File: src/rtl/sw_debounce_m.sv
// Switch input conditioner: two-flop synchroniser per bit, shared prescaled tick,
// per-bit debounce counters, registered level plus rise/fall/any-change strobes.
module sw_debounce_m #(
    parameter int              SW_W           = 8,
    parameter int              PRESCALE       = 1000,
    parameter int              DEBOUNCE_TICKS = 16,
    parameter logic [SW_W-1:0] RST_VAL        = '0
) (
    input  logic            clk,
    input  logic            rst,
    input  logic [SW_W-1:0] sw_in,
    output logic [SW_W-1:0] sw_q,
    output logic [SW_W-1:0] sw_rise,
    output logic [SW_W-1:0] sw_fall,
    output logic            sw_chg
);

    localparam int PW = (PRESCALE > 1) ? $clog2(PRESCALE) : 1;
    localparam int CW = $clog2(DEBOUNCE_TICKS + 1);
    localparam logic [PW-1:0] PRESC_LAST = PW'(PRESCALE - 1);
    localparam logic [CW-1:0] CNT_LAST   = CW'(DEBOUNCE_TICKS - 1);

    // Each bit is an independent switch, so per-bit synchronisation is sufficient.
    logic [SW_W-1:0] sync1_q, sync1_d;
    logic [SW_W-1:0] sync2_q, sync2_d;
    logic [SW_W-1:0] sw_d;
    logic [SW_W-1:0] rise_q, rise_d;
    logic [SW_W-1:0] fall_q, fall_d;
    logic            chg_q, chg_d;
    logic [PW-1:0]   presc_q, presc_d;
    logic [CW-1:0]   cnt_q [SW_W];
    logic [CW-1:0]   cnt_d [SW_W];
    logic            tick;

    always_comb begin
        tick    = (presc_q == PRESC_LAST);
        presc_d = tick ? '0 : presc_q + 1'b1;
        sync1_d = sw_in;
        sync2_d = sync1_q;
        sw_d    = sw_q;
        rise_d  = '0;
        fall_d  = '0;
        for (int i = 0; i < SW_W; i++) begin
            cnt_d[i] = cnt_q[i];
            // Any cycle where the input agrees with the accepted level restarts the count.
            if (sync2_q[i] == sw_q[i]) begin
                cnt_d[i] = '0;
            end else if (tick) begin
                if (cnt_q[i] == CNT_LAST) begin
                    sw_d[i]   = sync2_q[i];
                    cnt_d[i]  = '0;
                    rise_d[i] = sync2_q[i];
                    fall_d[i] = ~sync2_q[i];
                end else begin
                    cnt_d[i] = cnt_q[i] + 1'b1;
                end
            end
        end
        chg_d = |{rise_d, fall_d};
    end

    always_ff @(posedge clk or posedge rst) begin
        if (rst) begin
            sync1_q <= RST_VAL;
            sync2_q <= RST_VAL;
            sw_q    <= RST_VAL;
            rise_q  <= '0;
            fall_q  <= '0;
            chg_q   <= 1'b0;
            presc_q <= '0;
            for (int i = 0; i < SW_W; i++) begin
                cnt_q[i] <= '0;
            end
        end else begin
            sync1_q <= sync1_d;
            sync2_q <= sync2_d;
            sw_q    <= sw_d;
            rise_q  <= rise_d;
            fall_q  <= fall_d;
            chg_q   <= chg_d;
            presc_q <= presc_d;
            for (int i = 0; i < SW_W; i++) begin
                cnt_q[i] <= cnt_d[i];
            end
        end
    end

    assign sw_rise = rise_q;
    assign sw_fall = fall_q;
    assign sw_chg  = chg_q;

endmodule

File: config.mk
export PLATFORM = sky130hd
export DESIGN_NAME = sw_debounce_m
export DESIGN_NICKNAME = d
export VERILOG_FILES = /design/src/rtl/sw_debounce_m.sv
export SDC_FILE = /design/constraint.sdc
export NUM_CORES = 1
export LEC_CHECK = 0
export ABC_CLOCK_PERIOD_IN_PS = 3300
export BUFFER_PORTS_ARGS = -buffer_cell sky130_fd_sc_hd__buf_2
export CAP_MARGIN = 5
export CORE_ASPECT_RATIO = 1.2
export CORE_MARGIN = 4
export CORE_UTILIZATION = 40
export DETAILED_ROUTE_END_ITERATION = 8
export PLACE_DENSITY = 0.63
export SLEW_MARGIN = 10
export SYNTH_ARGS = -nofsm -noshare
export SYNTH_HDL_FRONTEND = slang
export SYNTH_SLANG_ARGS = --single-unit
export TNS_END_PERCENT = 100
File: constraint.sdc
create_clock -name clk -period 3.3 [get_ports clk]
set_input_delay 0.66 -clock clk [delete_from_list [all_inputs] [get_ports clk]]
set_output_delay 0.66 -clock clk [all_outputs]
set_load 0.05 [all_outputs]
==> impl_results.md <==
- CP top delay family: simple AND/OR/NAND/NOR gates
- PD cells: 487 nW/um^2
- DR iter-0 viols: 107
- Number of global-route vias before repair: 2,548
- Largest net degree at the start of global routing: 50
- Worst R2R Setup Slack: 0.98 ns
- Final nets: between 300 and 400
- Worst path max stage delay: 0.64 ns
- FF-to-FF path depth: 5
- Fin. max-slew vios: 0
- Critical Path, Cell by Cell: ha_1, and3b_1, nand3_4, or4_1, o21ai_0
- HP Class: flip-flop to flip-flop
- Cts repair resizes: 0
- CP Capture Type: flip-flop
- CTS Hold Bufs: 0
- R2r startpoint: presc_q[0]
- Routability cong.: 0.765
- Worst Setup Start Kind: flip-flop
- # DRC: 0
- Placed cell area: 4150 um^2
- Pre-CTS WS: 0.934 ns
- Status: completed
- Via count: 2,610
- WHS Path Cells: 0
- Flops & latches, synth: 91
- Pwr Total: 2.16 mW
- VDD IR max: 0.000224 V
- Crit Path Max Fanout: 49
- Yosys Warn Count: 0
- Final setup vio count: 0
- Syn Area/Cell: 11.7 um^2
- WP depth: 5
- Fmax: approximately 0.43 GHz
- # Post-CTS Setup Buffers: 0
- Crit path required time: 3.56 ns
- Setup WS post-layout: 0.982 ns
- CTS clk-pin slew, worst paths: 0.06 ns
- Detail Route Antenna Nets: 0
- Final Hold Viols: 0
- Worst EP arrival: 2.58 ns
- Synth Instances: 331
- Design Area, Final: 4430 um^2
- Sequential area share after synthesis: 59.0%
- Cell row count: 39
- IO Port Bufs: 34
- RR Endpoint: cnt_q[8]
- GR Overflow Total: 0
- Die height: 116 um
- Post-Syn Area: 3860 um^2
- TritonCTS clock tree: done
- Fill count: 869
- Clock Skew: 0.00588 ns
- FF+latch area: 2280 um^2
- Clock buffer depth: 2
- N_diodes: 0
- Final setup TNS: 0 ns
- Num CTS Buffers: 9
- Slew Limit Headroom: 49.1%
- Via density: 5.28
- Clock sinks: 91
- GRT Util Overall: 13.6%
- Multi-input gate area: 1500 um^2
- Die ar.: between 10,000 and 15,000 um^2
- Clock Latency Late Sink: 0.34 ns
- Hpwl dp: 4530 um
- Ratio of cells with drive above 1 in the final layout: 16.4%
- Unrepaired setup endpoints after global routing: false
- Total core area: 9470 um^2
- Least-Margin Pin Slew: 0.762 ns
- Leak: about 2.0 nW
- Htree depth: 3
- Global-route wire length before repair: 12,300 um
- Die W: between 90 and 100 um
- Buf+Inv Stages, Crit Path: 0
- Share of the synthesized area in the top cell type: 59.0%
- Initial antenna violation count: 0
- Initial core utilization: 40.8%
- Crit-path slowest cell: or4_1
- Post-layout minimum cycle time: approximately 2.3 ns
- 1st-pass router iterations: 4
- Layout Utilization: a little under half
- Top cells by area, synth: dfrtp_1 59%, a21oi_1 3.6%, ha_1 2.9%
- Num ports: 35
- Drt total wl: between 6000 and 7000 um
- Hold_sp: sync1_q[6]
- Clock root buffer: clkbuf_16
- Post-synthesis cell type count: 34
- Synthesized Nets: 350
- Max_cap viols: 0
- Routed WL per cell: between 10 and 15 um
- Final worst path period share: 70.2%
- Synth-to-layout area growth: 14.9%
- Cell taking the most area after synthesis: dfrtp_1
- Worst setup path category: flip-flop to flip-flop
- Hold Path End: sync2_q[6]
-- metrics by stage --
stage	hold WS, ns	std cells
after floorplan	0.331	331
after global placement	0.333	480
after detailed placement	0.336	480
after CTS	0.349	494
after global routing	0.356	494
final	0.345	494
-- metal layers --
| layer | vias up | track usage, % | wire [um] |
|---|---|---|---|
| li1 | 1274 | - | - |
| met1 | 1293 | 16.2 | 2960 |
| met2 | 32 | 22.7 | 3530 |
| met3 | 11 | 4.15 | 240 |
| met4 | 0 | 6.09 | 131 |
| met5 | - | 0 | 0 |
-- worst max-delay path by stage --
| stage | to | startpoint | slack [ns] |
|---|---|---|---|
| finish | cnt_q[8] | presc_q[0] | 0.98 |
| global route | cnt_q[8] | presc_q[0] | 0.77 |
| CTS | cnt_q[38] | presc_q[0] | 0.91 |
| detailed placement | cnt_q[8] | presc_q[0] | 0.93 |
| global placement | cnt_q[8] | presc_q[0] | 1.04 |
| floorplan | cnt_q[0] | rst | 0.28 |
-- synthesized netlist by cell type, drive strengths merged --
cell / count
a21o: 1
a21oi: 28
a311oi: 1
a31oi: 1
a41oi: 8
and2: 7
and2b: 1
and3: 2
and3b: 9
and4: 1
buf: 11
dfrtp: 91
ha: 9
inv: 3
mux2: 8
nand2: 22
nand2b: 11
nand3: 16
nand3b: 8
nand4: 9
nand4b: 8
nor2: 24
nor2b: 1
nor3: 1
nor4b: 8
o21ai: 8
o22ai: 4
or3: 5
or4: 3
xnor2: 11
xor2: 11
-- state kept, by name, summed over array words and instances (netlist names) --
signal	count
sw_q	8
presc_q	10
sw_fall	8
cnt_q	40
sw_rise	8
sync2_q	8
sw_chg	1
sync1_q	8
-- kinds of logic after synthesis --
kind of cell               after synthesis  share of synthesized area, %
AOI/OAI and AO/OA                       51                          7.71
xor gates and xnor gates                22                          4.99
adders and majority gates                9                          2.92
buffers and inverters                   14                          2.07
DFF                                     91                          59.0
muxes                                    8                          2.33
and+or+nand+nor                        136                          21.0
-- placed cells by master, fill, tap and decap left out, types with 9 or more instances in the layout --
cell       synthesis  final
dfrtp_1           91     91
nand3_1           15     15
nand2b_1          11     11
buf_2              7     34
nor2_1            24     24
xor2_1            11     11
nand2_1           22     22
and3b_1            9      9
ha_1               9      9
xnor2_1           11     11
a21oi_1           28     28
clkbuf_16          0      9
nand4_1            9      9
-- power breakdown --
group | switching [mW] | internal (mW)
clock network | 0.389 | 0.596
logic | 0.0312 | 0.0116
registers | 0.00663 | 1.13
total | 0.426 | 1.73
-- area by class of cell --
cell class              count  share of cell area, %
clock buffers              11                   5.47
clock inverters             3                  0.903
inverters                   3                  0.282
multi-input cells         226                   33.9
flip-flops and latches     91                   51.4
well taps                 123                   3.47
repair buffers             37                   4.63
Power figures use the tool's default switching activity.
